File: config.mk
export PLATFORM = sky130hd
export DESIGN_NAME = card_sprite_reader
export DESIGN_NICKNAME = d
export VERILOG_FILES = /design/src/rtl/card_pkg.sv /design/src/rtl/card_hit_addr.sv /design/src/rtl/card_sprite_reader.sv
export SDC_FILE = /design/constraint.sdc
export NUM_CORES = 1
export LEC_CHECK = 0
export ABC_AREA = 1
export ABC_CLOCK_PERIOD_IN_PS = 3730
export CAP_MARGIN = 20
export CORE_AREA = 2 2 83 85
export DETAILED_ROUTE_END_ITERATION = 10
export DIE_AREA = 0 0 85 87
export PLACE_DENSITY = 0.76
export SLEW_MARGIN = 10
export SYNTH_ARGS = -nofsm -noshare
export SYNTH_HDL_FRONTEND = slang
export SYNTH_SLANG_ARGS = --single-unit
export TNS_END_PERCENT = 30
File: constraint.sdc
create_clock -name clock -period 3.73 [get_ports clock]
set_input_delay 1.119 -clock clock [delete_from_list [all_inputs] [get_ports clock]]
set_output_delay 1.119 -clock clock [all_outputs]
set_load 0.02 [all_outputs]
File: src/rtl/card_pkg.sv
// Shared constants and types for the card sprite reader.
//   CARD_W / CARD_H : default sprite size in pixels (their product is the 512-word memory)
//   TRANSPARENT     : default see-through colour code
//   SCREEN_W/H      : visible area limits, used to clip overhanging cards
//   pos_state_e     : position-update FSM states
package card_pkg;

    localparam int unsigned CARD_W      = 16;
    localparam int unsigned CARD_H      = 32;
    localparam logic [2:0]  TRANSPARENT = 3'b000;

    localparam int unsigned SCREEN_W = 256;
    localparam int unsigned SCREEN_H = 240;

    typedef enum logic {
        IDLE,
        PENDING
    } pos_state_e;

endpackage

File: src/rtl/card_hit_addr.sv
// Combinational hit test and sprite-memory address generation.
//   pixelX, pixelY, videoOn    : current raster position
//   activeX, activeY, activeEn : card position in effect for this frame
//   hit                        : pixel lies inside the visible part of the card
//   addr                       : row-major offset of the pixel inside the card
module card_hit_addr
    import card_pkg::*;
#(
    parameter int unsigned CARD_W = card_pkg::CARD_W,
    parameter int unsigned CARD_H = card_pkg::CARD_H
) (
    input  logic [8:0] pixelX,
    input  logic [7:0] pixelY,
    input  logic       videoOn,
    input  logic [7:0] activeX,
    input  logic [7:0] activeY,
    input  logic       activeEn,
    output logic       hit,
    output logic [8:0] addr
);

    // 10-bit compares so activeX+CARD_W never wraps past 255.
    logic [9:0] px, py, ax, ay;
    logic       inX, inY, onScreen;
    logic [8:0] dx, dy;

    always_comb begin
        px = {1'b0, pixelX};
        py = {2'b00, pixelY};
        ax = {2'b00, activeX};
        ay = {2'b00, activeY};

        inX      = (px >= ax) && (px < ax + 10'(CARD_W));
        inY      = (py >= ay) && (py < ay + 10'(CARD_H));
        // Explicit clip: a card overhanging the right/bottom edge must not
        // leak into blanking even if videoOn is misbehaving.
        onScreen = (px < 10'(SCREEN_W)) && (py < 10'(SCREEN_H));

        hit = videoOn & activeEn & inX & inY & onScreen;

        // Only meaningful when hit; offsets then fit comfortably in 9 bits.
        dx   = pixelX - {1'b0, activeX};
        dy   = {1'b0, pixelY} - {1'b0, activeY};
        addr = dy * 9'(CARD_W) + dx;
    end

endmodule

File: src/rtl/card_sprite_reader.sv
// Card sprite reader: double-buffered card position plus a two-stage pixel
// pipeline that fetches sprite colours from an external 512-word memory.
//   clock, resetN         : system clock, synchronous active-low reset
//   pixelX/pixelY/videoOn : raster position (stage 0)
//   frameStart            : start of vertical blanking; applies a pending position
//   cardX/cardY/cardEn    : requested position, captured on posLoad
//   RE, rAddr             : memory read request (stage 1)
//   dataIn                : memory data for the stage-1 request
//   pixelOut, pixelValid  : sprite colour and opacity (stage 2)
//   posPending            : a captured position awaits frameStart
// CARD_W*CARD_H must equal 512 to match the memory.
module card_sprite_reader
    import card_pkg::*;
#(
    parameter int unsigned CARD_W      = card_pkg::CARD_W,
    parameter int unsigned CARD_H      = card_pkg::CARD_H,
    parameter logic [2:0]  TRANSPARENT = card_pkg::TRANSPARENT
) (
    input  logic       clock,
    input  logic       resetN,
    input  logic [8:0] pixelX,
    input  logic [7:0] pixelY,
    input  logic       videoOn,
    input  logic       frameStart,
    input  logic [7:0] cardX,
    input  logic [7:0] cardY,
    input  logic       cardEn,
    input  logic       posLoad,
    output logic       RE,
    output logic [8:0] rAddr,
    input  logic [2:0] dataIn,
    output logic [2:0] pixelOut,
    output logic       pixelValid,
    output logic       posPending
);

    pos_state_e state;
    logic [7:0] pendX, pendY, activeX, activeY;
    logic       pendEn, activeEn;
    logic       hit;
    logic [8:0] addr;

    card_hit_addr #(
        .CARD_W (CARD_W),
        .CARD_H (CARD_H)
    ) u_hit_addr (
        .pixelX   (pixelX),
        .pixelY   (pixelY),
        .videoOn  (videoOn),
        .activeX  (activeX),
        .activeY  (activeY),
        .activeEn (activeEn),
        .hit      (hit),
        .addr     (addr)
    );

    assign posPending = (state == PENDING);

    always_ff @(posedge clock) begin
        if (!resetN) begin
            state      <= IDLE;
            pendX      <= '0;
            pendY      <= '0;
            pendEn     <= 1'b0;
            activeX    <= '0;
            activeY    <= '0;
            activeEn   <= 1'b0;
            RE         <= 1'b0;
            rAddr      <= '0;
            pixelOut   <= '0;
            pixelValid <= 1'b0;
        end else begin
            // Active registers only change on frameStart, so a frame never tears.
            if (posLoad && frameStart) begin
                activeX  <= cardX;
                activeY  <= cardY;
                activeEn <= cardEn;
                state    <= IDLE;
            end else if (posLoad) begin
                pendX  <= cardX;
                pendY  <= cardY;
                pendEn <= cardEn;
                state  <= PENDING;
            end else if (frameStart && state == PENDING) begin
                activeX  <= pendX;
                activeY  <= pendY;
                activeEn <= pendEn;
                state    <= IDLE;
            end

            // Stage 1: RE doubles as the stage-1 hit flag.
            RE <= hit;
            if (hit) begin
                rAddr <= addr;
            end

            // Stage 2
            pixelOut   <= RE ? dataIn : 3'b000;
            pixelValid <= RE && (dataIn != TRANSPARENT);
        end
    end

endmodule

; Yosys cells after proc, flatten, opt, wreduce, memory -nomap -nowiden
; Cells that the tools add are included.
[classes]
addsub = 5
magnitude_cmp = 6
n_eq_ne = 1
mux = 11
bitwise = 6
n_reduce_logical = 13
[ops]
columns = op, count
row1 = $mux W8, 6
row2 = $lt A9 B10 Y1, 1
row3 = $add A8 B5 Y9 const B, 1
row4 = $add A8 B6 Y9 const B, 1
row5 = $add A9 B9 Y9, 1
row6 = $ge A9 B8 Y1, 1
row7 = $lt A8 B9 Y1, 1
row8 = $lt A9 B9 Y1 const B, 1
row9 = $sub A9 B8 Y9, 1
row10 = $ge A8 B8 Y1, 1
row11 = $lt A8 B8 Y1 const B, 1
row12 = $logic_and A1 B1 Y1, 6
row13 = $reduce_and A2 Y1, 3
row14 = $mux W1, 5
row15 = $sub A5 B5 Y5, 1
row16 = $and A1 B1 Y1, 4
row17 = $reduce_bool A2 Y1, 2
row18 = $reduce_bool A3 Y1, 1
row19 = $ne A2 B1 Y1 const B, 1
row20 = $not A1 Y1, 2
row21 = $reduce_or A2 Y1, 1
[word_totals]
regBits = 49
inputBits = 42
out_inout_bits = 15
word_cells = 53

; Logic depth before layout (Yosys ltp)
[depth]
word_depth = 6
mapped_depth = 17
depth_no_buf = 17

; Hierarchy
; A second synthesis with hierarchy kept.
[hier_totals]
hier_cells = 551
area_unflattened_um2 = 3569.7
[by_module_without_submodules]
columns = module, n_inst, cells_each, area_per_inst_um2, seq_area_each_um2
row1 = card_sprite_reader, 1, 330, 2163.3, 980.9
row2 = card_hit_addr, 1, 221, 1406.3, 0.0

; Worst setup path before layout
; Ideal clock, no wire load.
[synth_path]
path_kind = input to register
from = input pixelY[0]
to = register rAddr[8]
setup_ps = 113
t_arrival_ps = 3302
required_ps = 3617
setup_slack_ps = 315
path_stages = 16
path_buffers = 0
path_cell_list = inv_1 ha_1 fa_1 xor2_1 fa_1 inv_1 ha_1 nand2_1 inv_1 o21ai_0 and2_1 nand2_1 nand2_1 nand2_1 nor2_1 nor2_1
[synth_between]
elab_chain_cells = 4
word_cells_on_any_way = 9
cone_classes = add/sub (2) / order compare (3) / bitwise (2) / reduce/logical (2)
[synth_rtl]
columns = element, line_no
row1 = start: declaration, card_sprite_reader.sv:22  ; input logic [7:0] pixelY,
row2 = "parallel branches: the longest is 4 deep, another holds $add A9 B9 Y9", n/a
row3 = end signal: assignment, card_sprite_reader.sv:94  ; rAddr <= addr;
row4 = end: declaration, card_sprite_reader.sv:30  ; output logic [8:0] rAddr,
; Several ways; the timed one is not identified.
; A chain may end at the register's enable or synchronous reset.

; Worst setup path after layout
[layout_path]
from = input pixelY[2]
to = register rAddr[8]
; Same word-level chain as after synthesis.

==> impl_results.md <==
* Final Max Tran Viols at 0
* Slew HR at between 60% and 70%
* Die ar. at 7400 um^2
* Met1 Track Usage GR at around a quarter
* Die Width at 85 um
* DRC at 0
* Unique cell type count in the Yosys netlist at 32
* GR Overflow Total at 0
* Synth Instances at about 460
* First-pass GRT wire length at between 10 and 15 mm
* CTS clk-pin slew, worst paths at 0.10 ns
* Worst setup EP type: flop
* Fillcell total at between 500 and 600
* Crit Path Class: input pin to flop
* 1st-iter DRT viols at between 100 and 150
* Worst-Margin Slew at 0.554 ns
* Layout Nets at 600
* DIE HEIGHT at 87 um
* Synth Warn # at 0
* Setup WS post-layout at 0.120 ns
* Syn Area/Cell at 7.09 um^2
* Pre-CTS WS at -0.359 ns
* Detailed Routing Iterations Pass 1 at 4
* Hold crit path type: flop to flop
* Synth Register Bits at 49
* CTS tree: built
* Crit start category: input pin
* Fin crit share at 96.8%
* Ys flop type: dfxtp_1
* Register area share after synthesis at 30.2%
* Crit-path max FO at 3
* Largest net degree at the start of global routing at 35
* Routed vias at between 3,000 and 4,000
* Overall routed net length at 7.44 mm
* Async SR Flop Fraction at 0%
* Hold buffers post-CTS at 0
* Most Crowded Layer GR: met2
* CTS root buf: clkbuf_8
* CTS Sinks at between 40 and 50
* Cells after DPL at roughly 590
* Hold_ws at about 0.5 ns
* CTS buffer count at 5
* Finished Cell Area at 4050 um^2
* Worst-skew pair later-pin latency at 0.31 ns
* Final setup skew at 0.00658 ns
* Min Tclk post-route at between 3 and 4 ns
* Post-synth EDFFs at 0
* Final core utilization at 61.7%
* Cell area power density at between 300 and 400 nW/um^2
* # diodes at 0
* H-tree lvl count at 2
* IO Pins at 57
* Wirelength per Cell at 12.5 um
* # rows at 30
* Max-cap viol count at 0
* Synth Cell Area at around 3200 um^2
* P_leak at 1.92 nW
* Finished Layout Cells at 597
* Setup Fix Bufs, Post-CTS at 0
* Layout cell share with drive strength beyond 1 at 6.00%
* Area growth syn-to-layout at 24.7%
* Setup TNS at 0 ns
* WP data required at 3.95 ns
* Tot GR Track Use at 20.2%
* Initial Util at 49.5%
* Placed Instance Area at 3910 um^2
* Initial antenna violation count at 0
* Port buffer count at 56
* VDD IR max at 233 uV
* CTS Buffer Depth at 2
* GRT met2 Usage at 36.3%
* Final hold vios at 0
* Overall power at 1.43 mW
* GP Congestion at between 0.8 and 0.9
* Post-Syn Nets at 542
* Worst EP arrival at 3.83 ns
* Post-DP HPWL at between 5 and 6 mm
* Post-route ant nets at 0
* Vias in the first global route at 2,791
* Maximum clock frequency at 277 MHz
* Final setup vio count at 0
* Core Area at between 6000 and 7000 um^2
* Vias per inst at a little over 5
* Status: finished, final reports clean
* Routing usage on met3 at 2.84%
* RSZ-0062 raised after global routing: no
## Yosys cell counts (2+ instances only)
library cell	number	area, um^2
nand2_2	2	12.5
dfxtp_1	49	981
nand3b_1	2	15.0
inv_1	75	282
xnor2_1	5	43.8
clkbuf_1	8	30.0
fa_1	9	180
nor2_1	75	282
xor2_1	5	43.8
nor3_1	3	15.0
a31oi_1	2	12.5
o22ai_1	17	106
o21ai_0	36	180
nand3_1	17	85.1
nand2_1	69	259
a21o_1	2	15.0
clkinv_1	4	15.0
ha_1	33	413
a21oi_1	26	130
buf_2	3	15.0
nand4_1	5	31.3
## sequential cells by signal (all words and copies together), names as in the netlist
register and count:
RE 1, activeEn 1, activeX 8, activeY 8, pendEn 1, pendX 8
pendY 8, pixelOut 3, pixelValid 1, posPending 1, rAddr 9
## critical path, stage by stage
cell,delay (ns)
clkdlybuf4s50_1,0.43
ha_1,0.35
a21oi_1,0.20
nand2_2,0.10
xor2_2,0.16
fa_1,0.45
ha_1,0.34
nand2_1,0.08
inv_1,0.05
o21ai_0,0.07
and2_1,0.17
nand2_1,0.06
nand2_1,0.06
nand2_1,0.05
nor2_1,0.08
nor2_1,0.05
## placed cells by master, fill, tap and decap left out, types with 4 or more instances in the layout
master and instances:
a21oi_1 26, buf_4 7, clkbuf_8 6, clkdlybuf4s50_1 55
clkinv_1 4, dfxtp_1 49, fa_1 9, ha_1 30
inv_1 73, nand2_1 68, nand3_1 17, nand4_1 5
nor2_1 75, o21ai_0 35, o22ai_1 17, xnor2_1 5
xor2_1 4
## timing repair
action                                  4_1_cts  5_1_grt
endpoints found under the setup margin        1        3
resized for setup                             1        8
pin swaps                                     0        5
## logic make-up (layout without fill, tap and decap cells)
logic type	after synthesis	in the layout	share of synthesized area [%]
simple gates	179	179	23.3
buf+inv	93	152	11.4
compound gates	85	85	14.2
flops	49	49	30.2
fa+ha+maj	42	42	18.3
xor+xnor	10	10	2.70
## layout make-up
cell class                 count  area (um^2)  area share [%]
multi-input combinational    316         1940            47.8
sequential                    49          981            24.2
timing repair buffer          64          636            15.7
inverter                      80          300            7.41
tap                           80          100            2.47
clock inverter                 2         17.5           0.432
clock buffer                   6         82.6            2.04
## per-layer routing
metal  part of all wire (%)  up-vias
met1                     44     1377
met3                    4.4       11
met5                      0        -
met4                    1.7        0
met2                     50       66
li1                       -     1577
## where the power goes
part / switching, mW / internal (mW)
clock: 0.195 / 0.154
combinational: 0.277 / 0.233
sequential: 0.0213 / 0.550
total: 0.493 / 0.937
## final timing paths
| path | endpoint | startpoint | slack, ns | cells past startpoint |
|---|---|---|---|---|
| min reg2reg | rAddr[6] | rAddr[6] | 0.51 | 2 |
| min | rAddr[6] | rAddr[6] | 0.51 | 2 |
| max reg2reg | rAddr[6] | activeY[0] | 1.00 | 14 |
| max | rAddr[8] | pixelY[2] | 0.12 | 16 |
Power figures use the tool's default switching activity.
